### config.mk
export PLATFORM = sky130hd
export DESIGN_NAME = nim_game_ctrl
export DESIGN_NICKNAME = d
export VERILOG_FILES = /design/src/rtl/nim_game_ctrl.sv
export SDC_FILE = /design/constraint.sdc
export NUM_CORES = 1
export LEC_CHECK = 0
export ABC_AREA = 1
export BUFFER_PORTS_ARGS = -buffer_cell sky130_fd_sc_hd__buf_2
export CAP_MARGIN = 20
export CELL_PAD_IN_SITES_DETAIL_PLACEMENT = 1
export CELL_PAD_IN_SITES_GLOBAL_PLACEMENT = 1
export CORE_MARGIN = 5
export CORE_UTILIZATION = 44
export CTS_CLUSTER_DIAMETER = 100
export CTS_CLUSTER_SIZE = 20
export DETAILED_ROUTE_END_ITERATION = 6
export GPL_TIMING_DRIVEN = 0
export HOLD_SLACK_MARGIN = 0.08
export PLACE_DENSITY_LB_ADDON = 0.1
export SLEW_MARGIN = 20
export SYNTH_ARGS = -nofsm -noshare
export SYNTH_HDL_FRONTEND = slang
export SYNTH_SLANG_ARGS = --single-unit
### constraint.sdc
create_clock -name clk -period 5.3 [get_ports clk]
set_input_delay 1.06 -clock clk [delete_from_list [all_inputs] [get_ports clk]]
set_output_delay 1.06 -clock clk [all_outputs]
set_load 0.02 [all_outputs]
### src/rtl/nim_game_ctrl.sv
// Turn scheduler and screen sequencer for the pile game.
// Owns the pile status register, validates moves, alternates players and tracks round wins.
module nim_game_ctrl #(
  parameter int         PILES      = 10,
  parameter logic [3:0] INIT_VAL   = 4'h1,
  parameter int         MAX_TARGET = 7,
  parameter int         WIN_W      = 3,
  parameter int         ROUND_HOLD = 100_000_000
) (
  input  logic               clk,
  input  logic               rst,
  input  logic               key_enter,
  input  logic               key_help,
  input  logic               key_back,
  input  logic               key_up,
  input  logic               key_space,
  input  logic [3:0]         pile_sel,
  input  logic [3:0]         new_val,
  output logic [4*PILES-1:0] status,
  output logic [1:0]         screen,
  output logic               player,
  output logic [WIN_W-1:0]   win0,
  output logic [WIN_W-1:0]   win1,
  output logic [WIN_W-1:0]   target,
  output logic               round_over,
  output logic               match_over,
  output logic               last_winner,
  output logic               move_ok,
  output logic               move_err
);

  localparam int HOLD_W = (ROUND_HOLD > 1) ? $clog2(ROUND_HOLD) : 1;
  localparam logic [4*PILES-1:0] INIT_STATUS = {PILES{INIT_VAL}};

  typedef enum logic [2:0] {
    S_TITLE, S_HELP, S_SETUP, S_PLAY, S_ROUND_END, S_MATCH_OVER
  } state_t;

  state_t             state_q, state_d;
  logic [4*PILES-1:0] status_q, status_d;
  logic               player_q, player_d;
  logic [WIN_W-1:0]   win0_q, win0_d, win1_q, win1_d, target_q, target_d;
  logic               last_winner_q, last_winner_d;
  logic               move_ok_q, move_ok_d, move_err_q, move_err_d;
  logic [HOLD_W-1:0]  hold_q, hold_d;

  logic [3:0]         cur_val;
  logic [4*PILES-1:0] written_status;
  logic               move_valid, all_zero, match_won, hold_done;
  logic [WIN_W-1:0]   win_inc;

  // Move evaluation: value of the selected pile and the status as it would look after the write.
  always_comb begin
    cur_val        = '0;
    written_status = status_q;
    for (int i = 0; i < PILES; i++) begin
      if (32'(pile_sel) == i) begin
        cur_val                  = status_q[4*i +: 4];
        written_status[4*i +: 4] = new_val;
      end
    end
    move_valid = (32'(pile_sel) < PILES) && (new_val < cur_val);
    all_zero   = (written_status == '0);
    win_inc    = (player_q ? win1_q : win0_q) + 1'b1;
    match_won  = (win_inc == target_q);
    hold_done  = (hold_q == HOLD_W'(ROUND_HOLD - 1));
  end

  always_ff @(posedge clk) begin
    if (rst) begin
      state_q       <= S_TITLE;
      status_q      <= INIT_STATUS;
      player_q      <= 1'b0;
      win0_q        <= '0;
      win1_q        <= '0;
      target_q      <= WIN_W'(1);
      last_winner_q <= 1'b0;
      move_ok_q     <= 1'b0;
      move_err_q    <= 1'b0;
      hold_q        <= '0;
    end else begin
      state_q       <= state_d;
      status_q      <= status_d;
      player_q      <= player_d;
      win0_q        <= win0_d;
      win1_q        <= win1_d;
      target_q      <= target_d;
      last_winner_q <= last_winner_d;
      move_ok_q     <= move_ok_d;
      move_err_q    <= move_err_d;
      hold_q        <= hold_d;
    end
  end

  always_comb begin
    state_d = state_q;
    case (state_q)
      S_TITLE: begin
        if (key_back)       state_d = S_TITLE;
        else if (key_enter) state_d = S_SETUP;
        else if (key_help)  state_d = S_HELP;
      end
      S_HELP: begin
        if (key_back)       state_d = S_TITLE;
        else if (key_enter) state_d = S_SETUP;
      end
      S_SETUP: begin
        if (key_back)       state_d = S_TITLE;
        else if (key_enter) state_d = S_PLAY;
      end
      S_PLAY: begin
        if (key_back)
          state_d = S_TITLE;
        else if (key_space && move_valid && all_zero)
          state_d = match_won ? S_MATCH_OVER : S_ROUND_END;
      end
      S_ROUND_END: begin
        if (key_back)       state_d = S_TITLE;
        else if (hold_done) state_d = S_PLAY;
      end
      S_MATCH_OVER: begin
        if (key_back || key_enter) state_d = S_TITLE;
      end
      default: state_d = S_TITLE;
    endcase
  end

  always_comb begin
    status_d      = status_q;
    player_d      = player_q;
    win0_d        = win0_q;
    win1_d        = win1_q;
    target_d      = target_q;
    last_winner_d = last_winner_q;
    move_ok_d     = 1'b0;
    move_err_d    = 1'b0;
    hold_d        = hold_q;
    case (state_q)
      S_SETUP: begin
        if (!key_back && key_enter) begin
          status_d = INIT_STATUS;
          win0_d   = '0;
          win1_d   = '0;
          player_d = 1'b0;
        end else if (!key_back && key_up) begin
          target_d = (target_q == WIN_W'(MAX_TARGET)) ? WIN_W'(1) : target_q + 1'b1;
        end
      end
      S_PLAY: begin
        if (!key_back && key_space) begin
          if (move_valid) begin
            status_d  = written_status;
            move_ok_d = 1'b1;
            player_d  = ~player_q;
            if (all_zero) begin
              last_winner_d = player_q;
              hold_d        = '0;
              if (player_q) win1_d = win_inc;
              else          win0_d = win_inc;
            end
          end else begin
            move_err_d = 1'b1;
          end
        end
      end
      S_ROUND_END: begin
        if (!key_back) begin
          if (hold_done) begin
            status_d = INIT_STATUS;
            hold_d   = '0;
          end else begin
            hold_d = hold_q + 1'b1;
          end
        end
      end
      default: ;
    endcase
    // Entering TITLE from any other screen starts the next match from zero wins.
    if (state_d == S_TITLE && state_q != S_TITLE) begin
      win0_d = '0;
      win1_d = '0;
    end
  end

  always_comb begin
    case (state_q)
      S_TITLE: screen = 2'b00;
      S_HELP:  screen = 2'b01;
      S_SETUP: screen = 2'b10;
      default: screen = 2'b11;
    endcase
  end

  assign status      = status_q;
  assign player      = player_q;
  assign win0        = win0_q;
  assign win1        = win1_q;
  assign target      = target_q;
  assign round_over  = (state_q == S_ROUND_END);
  assign match_over  = (state_q == S_MATCH_OVER);
  assign last_winner = last_winner_q;
  assign move_ok     = move_ok_q;
  assign move_err    = move_err_q;

endmodule

* Yosys cells after proc, flatten, opt, wreduce, memory -nomap -nowiden *
Index checks and enable logic that the tools add are counted.

word-level totals
  register bits = 83
  input port bits = 15
  output and inout port bits = 57
  logic and storage cells = 136

operators by class
  $add $sub $neg = 3
  $lt $le $gt $ge = 2
  eq/ne operators = 25
  mux-type cells = 66
  bitwise gates (word level) = 4
  reduce and logical (&&, ||, !) cells = 26

operators with widths
  kind                     number
  $mux W40                 5
  $mux W27                 5
  $pmux W40 S3             1
  $mux W4                  20
  $mux W3                  23
  $pmux W27 S2             1
  $logic_not A40 Y1        1
  $add A27 B1 Y27 const B  1
  $eq A27 B27 Y1 const B   1
  $pmux W3 S6              1
  $reduce_and A6 Y1        3
  $eq A4 B3 Y1 const B     4
  $ne A2 B2 Y1 const B     7
  $pmux W3 S2              2
  $eq A3 B3 Y1 const B     3
  $eq A4 B2 Y1 const B     2
  $eq A4 B4 Y1 const B     2
  $reduce_and A4 Y1        2
  $logic_and A1 B1 Y1      7
  $add A3 B1 Y3 const B    2
  $eq A3 B2 Y1 const B     2
  $logic_not A3 Y1         2
  $mux W1                  6
  $pmux W2 S3              1
  17 further kinds         22

* Logic depth before layout (Yosys ltp) *
  word-level depth = 21
  gate-level depth with buffers = 21
  mapped depth without buffers = 20

* Least setup slack after synthesis *
No wires, ideal clock.

  path type = in2reg
  start = in pile_sel[1]
  end = reg status_q[1], in the netlist status[1]
  setup time = 0.128 ns
  arrival time = 3.575 ns
  data required time = 5.172 ns
  path slack = 1.597 ns
  cell stages on the path = 17
  path buffers = 2
  path through = inv_2 nor2_1 nand2_2 buf_6 nor2_1 a211oi_1 o2111ai_1 a2111oi_0 ha_1 a211oi_1 a21boi_1 nand2_1 nand2_2 nand3_4 clkbuf_1 o21ai_1 nor2_1

on the way
  cells in the longest elaborated chain, start to end = 15
  elaborated cells between the ends (all ways) = 29
  those cells by class = order compare (2); eq/ne (10); mux (14); reduce/logical (3)

ends and longest elaborated chain
  item                                RTL line  text
  from (decl)                         17        input logic [3:0] pile_sel,
  $logic_not A4 Y1                    57        if (32'(pile_sel) == i) begin
  $mux W4 (10 in a row)               57
  $lt A4 B4 Y1                        62        move_valid = (32'(pile_sel) < PILES) && (new_val < cur_val);
  $logic_and A1 B1 Y1                 62
  $ne A2 B2 Y1 (no source line)       --
  $reduce_and A6 Y1 (no source line)  --
  to (signal assigned)                83        status_q <= status_d;
  to (decl)                           40        logic [4*PILES-1:0] status_q, status_d;

Parallel ways exist; a longest one is shown, timed or not. The select of a mux whose other input is x is not followed.
A chain may end at the register's enable or synchronous reset.

* Worst setup path after layout *
  start = in pile_sel[3]
  end = reg status_q[27], in the netlist status[27]

The elaborated chain is that of the path after synthesis.

==> impl.org <==
** Routing
- For this block, the routed nets add up to roughly 19000 µm of wire.
- Before antenna repair, the detailed router went through 6 iterations.
- Overall via count from detail_route :: about 6200
- Residual DRC count :: 0
- Per-cell via count in the routed design :: 5.368
- Once detail routing completed, the nets flagged for antenna violations numbered 0.
- The first routing iteration left 365 violations.
- Dividing the detail-routed wire length by the instance count gives between 15 and 20 µm.

** CTS
- Clock latency on the worst-skew pair, taken at its later pin, is about 0.35 ns.
- The H-tree was split into 3 levels.
- In this run, post-CTS repair resized a total of 0 instances.
- TritonCTS clock tree :: yes
- Hold_buf cts :: 0
- CTS saw 83 sinks.
- The number of setup buffers added after CTS is 0.
- Num CTS Buffers :: 9
- The longest clock path from root to sink contains 2 buffers.
- Clock-pin slew was measured on the worst setup and hold paths at roughly 0.060 ns.
- The cell sitting at the root of the clock tree is a clkbuf_16.

** Critical path
- Critical path endpoint category :: flop
- Chain of cells forming the critical path :: buf_2 > nor2_4 > nand2_2 > buf_4 > o22ai_1 > a211oi_1 > o2111ai_1 > a2111oi_0 > ha_1 > a211oi_1 > a21boi_1 > nand2_1 > nand2_2 > nand3_4 > clkbuf_1 > o21ai_0 > nor2_1
- In this run the worst path has a maximum fanout of 10.
- Worst Path Class, Setup :: in2reg
- STA classifies the critical path startpoint as a primary input.
- STA puts the critical path data required time at 5.52 ns.
- Crit-path leading delay family :: compound AO/OA/AOI/OAI gates
- Data arrives at the worst endpoint at approximately 5.1 ns.
- The largest single stage delay on the critical path is roughly 0.6 ns.
- Number of buffers and inverters on the critical path :: 3
- Cell type of the slowest stage on the worst timing path :: a211oi_1

** Place
- During placement, the flow inserted port buffers numbering 70.
- The wire-length estimate of the detail-placed layout is roughly 15000 µm.
- Placed cell count :: 1142
- At the end of routability-driven placement, the weighted congestion stood at ~0.92.

** STA
- Aggregate negative setup slack :: 0 ns
- Setup violations remaining at the end of the flow were counted as 0.
- Final critical-path share of the clock period :: roughly 92%
- Setup repair after global routing left no endpoint under its margin.
- Number of failing hold endpoints at the final stage :: 0
- Slew at the pin closest to its max-slew limit :: ~0.80 ns
- Clock Skews :: between 0.006 and 0.007 ns
- Final Max Tran Viols :: 0
- The smallest clock period supported by the final layout is computed as a little under 5 ns.
- Relative slew slack :: 46.31%
- Timing-limited maximum frequency :: between 200 and 250 MHz

** Yosys
- Dominant cell by count in the synthesized netlist :: nand2_1
- In this run, distinct cell masters in the synthesized netlist total 39.
- Number of enable flip-flop cells after synthesis :: 0
- By count the netlist is led by nand2_1, nor2_1, inv_1.
- Area of the mapped netlist :: around 5500 µm²
- Leading cell types by total area after synthesis :: dfxtp_1, nand2_1, nor2_1
- Register bit count reported by yosys :: a little over 80
- Register area share after synthesis :: a little under a third
- Synthesized area per cell :: around 6.1 µm²
- Counting flops with an async set or reset pin after synthesis yields a share of 0%.
- In the synthesized netlist the dominant register cell turns out to be dfxtp_1.
- Counting every net in the synthesized netlist gives 922.
- In the synthesized netlist, the number of instances is 900.
- Yosys printed 0 warnings.
- The synthesized design spends more area on one cell type than any other, namely dfxtp_1.
- Share of the synthesized area in the top cell type :: around 30%

** GRT
- Vias in the first global route :: between 6000 and 7000
- The first global-routing pass estimated about 31000 µm of wire.
- Global routing finished with a remaining overflow of 0.
- Global routing used between 20% and 30% of the available tracks.
- Largest net degree at the start of global routing :: 14
- The initial antenna violation count is 0.

** Finish
- Filler Cells Inserted :: 1787
- Compared with the post-synthesis result, the final layout area differs by 16.55%.
- Non-Filler Instances :: between 1000 and 1500
- Antenna diode count :: 0
- Fraction of layout instances using a drive strength above 1 :: between 10 and 15%
- The net count of the finished layout is ~1000.

** Outcome
- Outcome :: finished, final reports clean

** Floorplan
- After floorplanning, the core was sized to cover between 10000 and 15000 µm².
- Cell row count :: around 40
- In this run the vertical extent of the chip is 122.0 µm.
- DIE WIDTH :: between 100 and 150 µm
- The die covers roughly 15000 µm².
- slightly above 70 I/O pins were placed.
- For this configuration, the core starts out at a cell density of between 40% and 50%.

** Power
- In this run, the clock network consumes approximately 46% of the power.
- Switch share :: 27.47%
- Share of total power in sequential cells :: about two fifths
- Gate power share :: 13.9%
- Pwr/cell area :: 252.4 nW/µm²
- Internal power comes to 1177 µW.
- For this design the static power due to leakage is between 0.002 and 0.003 µW.
- IR drop worst, VDD :: roughly 0.00011 V
- In this run the power spent charging and discharging nets is around 450 µW.

** Worst hold path
- Class of the tightest hold or removal check :: reg2reg

** Job
- Number of max-cap violations :: 0
state kept, by name, summed over array words and instances (netlist names):
register,flops
status,40
win0,3
win1,3
move_err,1
state_q,3
last_winner,1
move_ok,1
target,3
hold_q,27
player,1
final timing paths:
kind                     startpoint                      end  slack [ns]  cells past startpoint
max                     pile_sel[3]  status[27]$_SDFFE_PP0P_        0.44                     17
min          hold_q[3]$_SDFFE_PP0P_   hold_q[3]$_SDFFE_PP0P_        0.49                      2
max reg2reg  status[3]$_SDFFE_PP0P_  status[27]$_SDFFE_PP0P_        1.26                     14
min reg2reg  hold_q[3]$_SDFFE_PP0P_   hold_q[3]$_SDFFE_PP0P_        0.49                      2
cell usage in the layout, fill, tap and decap left out, types with 7 or more instances in the layout:
cell type	netlist	routed
clkbuf_16	0	9
ha_1	7	7
xor2_1	12	12
o21ai_1	27	27
o21ai_0	63	63
nor4_1	10	10
nand3_1	51	51
a21oi_1	43	43
clkbuf_1	22	22
inv_1	89	89
xnor2_1	14	14
nor3_1	28	28
inv_2	8	8
nand2_1	216	216
nand4_1	18	18
nor2_1	141	141
buf_2	9	79
nand2_2	10	10
dfxtp_1	83	83
tightest hold or removal path: cells and delay by family, from the launching register on:
kind,cells,cell delay (ns)
DFF,1,0.32
AOI/OAI and AO/OA,1,0.05
and+or+nand+nor,1,0.07
power by group through the flow:
stage / registers [µW] / clock network, µW / logic (µW)
global route: 662 / 771 / 253
CTS: 660 / 745 / 227
finish: 660 / 738 / 226
global placement: 673 / 0 / 219
floorplan: 693 / 0 / 129
detailed placement: 674 / 0 / 224
logic make-up after synthesis:
| family | count (synthesis) | share of synthesized area [%] |
|---|---|---|
| fa+ha+maj | 7 | 1.587 |
| xor+xnor | 26 | 4.127 |
| flops | 83 | 30.11 |
| compound gates | 155 | 15.24 |
| buf+inv | 139 | 10.48 |
| simple gates | 490 | 38.46 |
cell type report:
| class | count | area, µm² | share of cell area, % |
|---|---|---|---|
| plain buffers | 39 | 202.7 | 3.152 |
| clock buffers | 13 | 280.3 | 4.358 |
| clock inverters | 3 | 67.56 | 1.051 |
| inverters | 100 | 375.4 | 5.837 |
| multi-input cells | 678 | 3278 | 50.97 |
| flip-flops and latches | 83 | 1662 | 25.84 |
| well taps | 172 | 215.2 | 3.346 |
| repair buffers | 70 | 350.3 | 5.447 |
metrics by stage:
step	area (µm²)	util, %	hold slack (ns)	total power (µW)	worst slack (ns)
3_5_place_dp	6083	48.80	0.4754	898.2	0.08624
6_report	6431	51.59	0.4860	1623	0.4436
3_3_place_gp	6083	48.80	0.4669	891.8	0.2337
4_1_cts	6431	51.59	0.4856	1631	0.3812
2_1_floorplan	5518	-	0.4523	821.4	1.597
5_1_grt	6431	51.59	0.5228	1686	0.1729
layer usage:
metal	vias to the layer above	track usage, %	wire length [µm]
met1	2930	31.83	8139
met3	47	3.575	829
li1	3089	-	-
met5	-	0	0
met2	150	47.69	9517
met4	0	10.71	601
(Power assumes the default switching activity.)
